===== src/rtl/fetch_queue_if.sv =====
// Fetch queue bus: instruction memory read port, redirect input and decode handshake.
// The master side belongs to the fetch queue; the slave side belongs to memory/decode.

`ifndef WORDSIZE
`define WORDSIZE 32
`endif

interface fetch_queue_if;

   logic                 imem_en;
   logic [`WORDSIZE-1:0] imem_addr;
   logic [`WORDSIZE-1:0] imem_rdata;
   logic                 redir_valid;
   logic [`WORDSIZE-1:0] redir_pc;
   logic                 out_valid;
   logic                 out_ready;
   logic [`WORDSIZE-1:0] out_inst;
   logic [`WORDSIZE-1:0] out_pc;

   modport master (
      output imem_en,
      output imem_addr,
      input  imem_rdata,
      input  redir_valid,
      input  redir_pc,
      output out_valid,
      input  out_ready,
      output out_inst,
      output out_pc
   );

   modport slave (
      input  imem_en,
      input  imem_addr,
      output imem_rdata,
      output redir_valid,
      output redir_pc,
      input  out_valid,
      output out_ready,
      input  out_inst,
      input  out_pc
   );

endinterface


===== src/rtl/fetch_queue.sv =====
// Instruction fetch queue: issues sequential reads to a one-cycle-latency instruction
// memory, buffers the returned {pc, inst} pairs in a small FIFO and hands them to decode.
// A redirect reloads the fetch PC, flushes the FIFO and squashes the read in flight.

`ifndef WORDSIZE
`define WORDSIZE 32
`endif

module fetch_queue #(
   parameter int                   DEPTH    = 4,
   parameter logic [`WORDSIZE-1:0] RESET_PC = '0
) (
   input  logic          CLK,
   input  logic          reset,
   fetch_queue_if.master bus
);

   localparam int W  = `WORDSIZE;
   localparam int PW = $clog2(DEPTH);
   localparam int CW = PW + 1;

   localparam logic [W-1:0]  PC_ONE    = W'(1);
   localparam logic [PW-1:0] PTR_ONE   = PW'(1);
   localparam logic [CW-1:0] CNT_ONE   = CW'(1);
   localparam logic [CW:0]   OCC_LIMIT = (CW + 1)'(DEPTH);

   if (DEPTH < 2 || (DEPTH & (DEPTH - 1)) != 0) begin : g_bad_depth
      $error("fetch_queue: DEPTH must be a power of two and at least 2");
   end

   typedef enum logic [1:0] {
      BOOT,
      RUN,
      BUBBLE
   } state_t;

   state_t          state_q,    state_d;
   logic [W-1:0]    fetchPc_q,  fetchPc_d;
   logic [W-1:0]    pendPc_q,   pendPc_d;
   logic            inflight_q, inflight_d;
   logic [CW-1:0]   count_q,    count_d;
   logic [PW-1:0]   rdPtr_q,    rdPtr_d;
   logic [PW-1:0]   wrPtr_q,    wrPtr_d;

   logic [W-1:0]    pcMem   [DEPTH];
   logic [W-1:0]    instMem [DEPTH];

   logic [CW:0]     occupancy;
   logic            outValid;
   logic            deq;
   logic            enq;
   logic            roomOk;
   logic            issue;

   // Handshake qualifiers: a redirect cancels both the dequeue and the returning response,
   // and an issue is allowed only if the queue can absorb its response next cycle.
   always_comb begin
      occupancy = {1'b0, count_q} + {{CW{1'b0}}, inflight_q};
      outValid  = (count_q != '0) && !reset;
      deq       = outValid && bus.out_ready && !bus.redir_valid;
      enq       = inflight_q && !bus.redir_valid;
      roomOk    = (occupancy < OCC_LIMIT) || ((occupancy == OCC_LIMIT) && deq);
      issue     = (state_q == RUN) && !bus.redir_valid && !reset && roomOk;
   end

   // Next-state logic for the fetch FSM, fetch PC, in-flight tracking and FIFO bookkeeping.
   always_comb begin
      state_d    = state_q;
      fetchPc_d  = fetchPc_q;
      pendPc_d   = pendPc_q;
      inflight_d = issue;
      count_d    = count_q;
      rdPtr_d    = rdPtr_q;
      wrPtr_d    = wrPtr_q;

      case (state_q)
         BOOT:    state_d = RUN;
         RUN:     state_d = RUN;
         BUBBLE:  state_d = RUN;
         default: state_d = BOOT;
      endcase

      if (issue) begin
         fetchPc_d = fetchPc_q + PC_ONE;
         pendPc_d  = fetchPc_q;
      end

      if (enq) begin
         wrPtr_d = wrPtr_q + PTR_ONE;
      end
      if (deq) begin
         rdPtr_d = rdPtr_q + PTR_ONE;
      end

      case ({enq, deq})
         2'b10:   count_d = count_q + CNT_ONE;
         2'b01:   count_d = count_q - CNT_ONE;
         default: count_d = count_q;
      endcase

      if (bus.redir_valid) begin
         fetchPc_d  = bus.redir_pc;
         count_d    = '0;
         rdPtr_d    = '0;
         wrPtr_d    = '0;
         inflight_d = 1'b0;
         state_d    = BUBBLE;
      end
   end

   // Control registers; reset wins over a redirect and forgets any read in flight.
   always_ff @(posedge CLK) begin
      if (reset) begin
         state_q    <= BOOT;
         fetchPc_q  <= RESET_PC;
         pendPc_q   <= '0;
         inflight_q <= 1'b0;
         count_q    <= '0;
         rdPtr_q    <= '0;
         wrPtr_q    <= '0;
      end else begin
         state_q    <= state_d;
         fetchPc_q  <= fetchPc_d;
         pendPc_q   <= pendPc_d;
         inflight_q <= inflight_d;
         count_q    <= count_d;
         rdPtr_q    <= rdPtr_d;
         wrPtr_q    <= wrPtr_d;
      end
   end

   // FIFO storage: the returning word is written at the tail together with its fetch address.
   always_ff @(posedge CLK) begin
      if (enq && !reset) begin
         pcMem[wrPtr_q]   <= pendPc_q;
         instMem[wrPtr_q] <= bus.imem_rdata;
      end
   end

   // Memory read port and decode-side view of the FIFO head.
   always_comb begin
      bus.imem_en   = issue;
      bus.imem_addr = fetchPc_q;
      bus.out_valid = outValid;
      bus.out_inst  = instMem[rdPtr_q];
      bus.out_pc    = pcMem[rdPtr_q];
   end

endmodule


===== src/flat_wrapper.sv =====
// flat-port wrapper written by rule: the top's interface ports become plain ports
module fetch_queue_flat 
#(
   parameter int                   DEPTH    = 4,
   parameter logic [`WORDSIZE-1:0] RESET_PC = '0
)
  (CLK, reset, bus_imem_en, bus_imem_addr, bus_imem_rdata, bus_redir_valid, bus_redir_pc, bus_out_valid, bus_out_ready, bus_out_inst, bus_out_pc);
  fetch_queue_if bus_i ();
  input  logic CLK;
  input  logic reset;
  output wire logic [$bits(bus_i.imem_en)-1:0] bus_imem_en;
  output wire logic [$bits(bus_i.imem_addr)-1:0] bus_imem_addr;
  input wire logic [$bits(bus_i.imem_rdata)-1:0] bus_imem_rdata;
  input wire logic [$bits(bus_i.redir_valid)-1:0] bus_redir_valid;
  input wire logic [$bits(bus_i.redir_pc)-1:0] bus_redir_pc;
  output wire logic [$bits(bus_i.out_valid)-1:0] bus_out_valid;
  input wire logic [$bits(bus_i.out_ready)-1:0] bus_out_ready;
  output wire logic [$bits(bus_i.out_inst)-1:0] bus_out_inst;
  output wire logic [$bits(bus_i.out_pc)-1:0] bus_out_pc;
  assign bus_imem_en = bus_i.imem_en;
  assign bus_imem_addr = bus_i.imem_addr;
  assign bus_i.imem_rdata = bus_imem_rdata;
  assign bus_i.redir_valid = bus_redir_valid;
  assign bus_i.redir_pc = bus_redir_pc;
  assign bus_out_valid = bus_i.out_valid;
  assign bus_i.out_ready = bus_out_ready;
  assign bus_out_inst = bus_i.out_inst;
  assign bus_out_pc = bus_i.out_pc;
  fetch_queue #(.DEPTH(DEPTH), .RESET_PC(RESET_PC)) u_core (.CLK(CLK), .reset(reset), .bus(bus_i));
endmodule

===== config.mk =====
export PLATFORM = sky130hd
export DESIGN_NAME = fetch_queue_flat
export DESIGN_NICKNAME = d
export VERILOG_FILES = /design/src/rtl/fetch_queue_if.sv /design/src/rtl/fetch_queue.sv /design/src/flat_wrapper.sv
export SDC_FILE = /design/constraint.sdc
export NUM_CORES = 1
export LEC_CHECK = 0
export CORE_MARGIN = 3
export CORE_UTILIZATION = 50
export CTS_BUF_LIST = sky130_fd_sc_hd__clkbuf_8 sky130_fd_sc_hd__clkbuf_16
export CTS_CLUSTER_DIAMETER = 200
export DETAILED_ROUTE_END_ITERATION = 10
export GPL_ROUTABILITY_DRIVEN = 0
export PLACE_DENSITY = 0.73
export SYNTH_ARGS = -nofsm -noshare
export SYNTH_HDL_FRONTEND = slang
export SYNTH_SLANG_ARGS = --single-unit

===== constraint.sdc =====
create_clock -name CLK -period 3.04 [get_ports CLK]
set_input_delay 0.304 -clock CLK [delete_from_list [all_inputs] [get_ports CLK]]
set_output_delay 0.304 -clock CLK [all_outputs]
set_load 0.05 [all_outputs]

== Yosys cells after proc, flatten, opt, wreduce, memory -nomap -nowiden ==
Memory sizes are Yosys's and may differ from the RTL's. A register that Yosys moved wholly into a read port is not among the register bits.
Cells that the tools add are included.

* Bits in registers: 74
* Bits in writable memories: 256
* Word-level logic and storage cells: 51
* Memories kept: 2

* Add/subtract/negate cells: 6
* $lt $le $gt $ge: 1
* Eq/ne operators: 5
* Mux-type cells: 11
* Reductions and logical operators: 18

{| class="wikitable"
|+ Memories
! memory !! words !! width !! rd ports !! clocked after memory_dff !! write ports !! line !! text
|-
| u_core.instMem || 4 || 32 || 1 || 1 || 1 || fetch_queue.sv:46 || <nowiki>logic [W-1:0] instMem [DEPTH];</nowiki>
|-
| u_core.pcMem || 4 || 32 || 1 || 1 || 1 || fetch_queue.sv:45 || <nowiki>logic [W-1:0] pcMem [DEPTH];</nowiki>
|}

{| class="wikitable"
|+ Operators by type and width
! cell !! count
|-
| $mux 32 || 2
|-
| $add 32x1->32 const B || 1
|-
| $mux 2 || 5
|-
| $logic_and 1x1->1 || 9
|-
| $pmux 3 s2 || 1
|-
| $add 2x1->2 const B || 2
|-
| $add 3x1->4 || 1
|-
| $eq 2x1->1 const B || 2
|-
| $eq 2x2->1 const B || 2
|-
| $eq 4x3->1 const B || 1
|-
| $lt 4x3->1 const B || 1
|-
| $reduce_bool 2->1 || 2
|-
| $add 3x1->3 const B || 1
|-
| $mux 1 || 3
|-
| $reduce_bool 3->1 || 1
|-
| $reduce_or 3->1 || 1
|-
| $sub 3x1->3 const B || 1
|-
| $logic_not 1->1 || 2
|-
| $logic_not 2->1 || 1
|-
| $reduce_or 2->1 || 1
|-
| $logic_or 1x1->1 || 1
|}

== Logic depth before layout (Yosys ltp) ==
* Depth in word-level cells: 9
* Gate-level depth with buffers: 11

== Worst setup path before layout ==
Ideal clock, no wire load.

* Path kind: reg2reg
* Start: register u_core.wrPtr_q[0]
* End: memory u_core.instMem[2][0] (netlist bit) (enable)
* Arrival: 2082 ps
* Required time: 2611 ps
* Setup slack: 529 ps
* Cell stages (with the launch flop): 4
* Buffers on the path: 0
* Period minus slack after synthesis: 2511 ps
* Path through: dfxtp_1 -> inv_1 -> ha_1 -> and3_1

{| class="wikitable"
|+ RTL lines
! element !! line !! text
|-
| from (decl) || fetch_queue.sv:43 || <nowiki>logic [PW-1:0] wrPtr_q, wrPtr_d;</nowiki>
|-
| from (signal assigned) || fetch_queue.sv:128 || <nowiki>wrPtr_q <= wrPtr_d;</nowiki>
|-
| to (decl) || fetch_queue.sv:46 ||
|}

Straight into the memory's write port.

==> impl.org <==
** Power
- Logic gate share of total power :: 4.7%
- IR analysis of the VDD net gives a maximum drop of 0.000309 V.
- Overall power :: between 9 and 10 mW
- The clock network burns between 40% and 50% of the power.
- Net switching fraction of the power :: roughly a fifth
- In this run the static leakage power is 5.06 nW.
- Internal power comes to between 7 and 8 mW.
- Sequential power share :: 52.4%
- In this run the power spent charging and discharging nets is 1.91 mW.
- Cell Pwr Density :: ~590 nW/um2

** Routing
- The detail route stage leaves a number of antenna-violating nets equal to 0.
- DR DRC count :: 0
- Mean number of vias per cell :: 5.65
- After detailed routing, the total wire length is 26900 um.
- Number of vias after detailed routing :: 7407
- DRT Pass-1 Iters :: 5
- In the final routed layout, each cell accounts on average for approximately 20 um.
- The detailed router finished its first iteration with 500 violations.

** Timing
- # setup viols final :: 0
- Setup total negative slack on the finished layout was measured at 0 ns.
- For this run, the top clock speed supported by timing is 344 MHz.
- The smallest clock period supported by the final layout is computed as between 2 and 3 ns.
- Final-report hold violation count :: 0
- Setup repair after global routing left no endpoint under its margin.
- Dividing the final minimum period by the clock period gives 95.7%.
- Smallest setup slack after layout :: 0.130 ns
- Relative slew slack :: 48.4%
- On the final layout, the worst clock skew is 0.0108 ns.
- Slew at the pin closest to its max-slew limit :: between 0.7 and 0.8 ns
- The tightest hold path in the finished design has a slack of 0.208 ns.
- Number of slew-limit violations in the final report :: 0

** Die
- The initialized floorplan defines 58 standard-cell rows.
- The floorplan step defined a die boundary enclosing about 28000 um2.
- I/O pin count :: 166
- Once the floorplan was initialized, standard cells occupied 51.0% of the core.
- Width of the die :: 166 um
- Die extent in y :: 166 um
- The total area inside the core boundary comes to approximately 25000 um2.

** Clocking
- After clock tree synthesis, the clock-pin slew on the worst setup and hold paths is 0.06 ns.
- No sink is reached through more buffers than the 3 on the longest clock path.
- Clock latency on the worst-skew pair, taken at its later pin, is about 0.50 ns.
- Once the clock tree was built, the setup fixing pass inserted 0 buffers.
- CTS H-tree depth :: 2
- Clock tree synthesis inserted a total of 34 buffers.
- TritonCTS built the clock tree.
- Clock tree synthesis found a total of 332 sinks.
- CTS placed an instance of clkbuf_16 at the clock tree root.

** Min path
- Path class of the lowest-slack min-delay path :: input port to flop
- In this run the most critical hold path is launched from reset.

** Global routing
- Entering global routing, the biggest net connects 56 pins.
- Total congestion overflow after global routing :: 0
- The first global-routing pass estimated 43100 um of wire.
- For this run, global-route usage on met2 was measured as 30.6%.
- Global routing used 28.7% of the available met1 tracks.
- Met3 usage in global routing :: between 4 and 5%
- In the global route stage, overall resource usage came out at roughly a fifth.
- GRT Max-Usage Layer :: met2
- Via count of the first global-routing pass :: 7630
- Number of antenna violations at the first check in global routing :: 0

** Cells and area
- Final core utilization :: 64.1%
- Filler cell count in the final layout :: 1766
- For this run, the post-layout net count is 1034.
- The library cells used most frequently in the layout, excluding fill and tap cells, are 256 x edfxtp_1, 146 x clkdlybuf4s50_1, 83 x nand2_1, 74 x dfxtp_1, 64 x mux4_2.
- Fraction of layout cells with a size suffix above 1 :: 17.1%
- From synthesis to final layout, the design area changed by 25.8%.
- After routing the design area is 16100 um2.
- After the flow finishes, the layout carries non-filler instances totaling 1312.
- Number of antenna diodes :: 0
- Most common cell after layout, fill and taps aside :: edfxtp_1

** Yosys
- Summed over all instances, the cell type with the most area after synthesis is edfxtp_1.
- Sequential fraction of the synthesis area :: 71.8%
- When the netlist entered floorplanning its net count stood at 852.
- Synthesized instance count :: 775
- Synthesis inferred 332 register bits.
- Flip-flop cell with the highest count after synthesis :: edfxtp_1
- In this run, synthesis inferred 256 flip-flops with an integrated enable.
- Async S/R FF share, synth :: 0%
- Each instance of the synthesized netlist takes up on average about 17 um2.
- Number of synthesis warnings :: 0
- Leading post-synthesis cells by cell area :: edfxtp_1 60%, dfxtp_1 12%, mux4_2 11%
- Synthesis instantiated 56 different standard cells from the library.
- Area share of the leading cell type in the synthesized netlist :: 59.9%
- Post-synth design cell area :: 12800 um2

** Placement
- Cell Area, Placed :: about 15000 um2
- Placed insts :: 1251
- The wire-length estimate of the detail-placed layout is 17200 um.
- Placement Setup Slack :: 0.398 ns
- Port buffer count :: 165

** Worst setup path
- Setup slack on the worst reg-to-reg path comes out at around 0.42 ns.
- Critical path's slowest cell :: clkdlybuf4s50_1
- STA classifies the critical path endpoint as an output port.
- The worst register-to-register path begins at u_core.inflight_q$_SDFF_PP0_.
- Data required time of the critical path :: 2.74 ns
- Data arrives at the worst endpoint at 2.61 ns.
- Ordered list of cells on the worst path :: buf_12 -> mux4_2 -> clkdlybuf4s50_1
- STA classifies the critical path startpoint as a flop.
- The setup path with the least slack is of type flop to output port.
- The largest single stage delay on the critical path is ~0.72 ns.
- Along the worst path, the maximum fanout reaches 27.

** Job
- Max-cap violation count :: 0

** Outcome
- Run status :: finished, final reports clean
## sequential cells by signal, summed over array words and instances, names as in the netlist, named ones only
name,cells
u_core.pcMem,128
u_core.inflight_q,1
u_core.count_q,3
u_core.rdPtr_q,2
u_core.wrPtr_q,2
u_core.bus.imem_addr,32
u_core.pendPc_q,32
u_core.instMem,128
u_core.state_q,2
## worst paths after layout
kind                                           endpoint  depth (start not counted)
setup / recovery                       bus_out_inst[30]                          3
hold / removal    u_core.bus.imem_addr[26]$_SDFFE_PP0P_                          4
setup reg to reg  u_core.bus.imem_addr[18]$_SDFFE_PP0P_                          8
hold reg to reg            u_core.state_q[0]$_SDFF_PP0_                          1
## power groups by stage
stage                     sequential (mW)  combinational (mW)  clock, mW
after floorplan                      5.14               0.131          0
after CTS                            4.96               0.449       4.15
after global placement               5.05               0.442          0
final                                4.96               0.447       4.06
after detailed placement             5.05               0.446          0
after global routing                 4.96               0.476       4.34
## critical path, delay by kind of cell (launching register included)
family	cells	cell delay, ns
buffers and inverters	2	1.00
multiplexers	1	0.55
flip-flops	1	0.54
## area by class of cell
class	count	area [um2]	area share (%)
multi-input combinational	385	3410	21.1
clock buffer	38	940	5.82
timing repair buffer	192	1940	12.0
inverter	12	45.0	0.279
sequential	332	9220	57.1
clock inverter	23	175	1.09
tap	330	413	2.56
## kinds of logic (layout without fill, tap and decap cells)
group	after synthesis	in the layout	share of synthesized area, %
flip-flops	332	332	71.8
adder cells (fa/ha/maj)	9	9	0.936
XOR/XNOR	17	17	1.16
AO/OA/AOI/OAI	83	83	4.43
buffers and inverters	58	265	1.86
AND/OR/NAND/NOR	203	203	7.92
multiplexers	73	73	11.9
## layer usage
layer | wire (um) | vias up
li1 | - | 3395
met1 | 12000 | 3694
met2 | 12600 | 277
met3 | 1880 | 41
met4 | 425 | 0
met5 | 0 | -
## synthesized netlist by cell type (all sizes together), types with 5 or more instances
| library cell | number |
|---|---|
| edfxtp | 256 |
| a211o | 5 |
| xnor2 | 13 |
| mux4 | 64 |
| or3 | 5 |
| buf | 16 |
| dfxtp | 76 |
| nand2 | 84 |
| a311oi | 5 |
| and4 | 7 |
| a211oi | 11 |
| nor3 | 9 |
| and3 | 11 |
| nand4 | 9 |
| inv | 12 |
| nor4 | 10 |
| a21oi | 37 |
| clkbuf | 30 |
| o21ai | 6 |
| mux2i | 8 |
| nand3 | 16 |
| nor2 | 34 |
| ha | 8 |
## timing repair
action / in CTS / in global routing
hold buffers: 0 / 0
endpoints found under the setup margin: 0 / 8
resized for setup: 0 / 8
endpoints found under the hold margin: 0 / 0
Note: power is estimated with default switching activity, not from simulation.
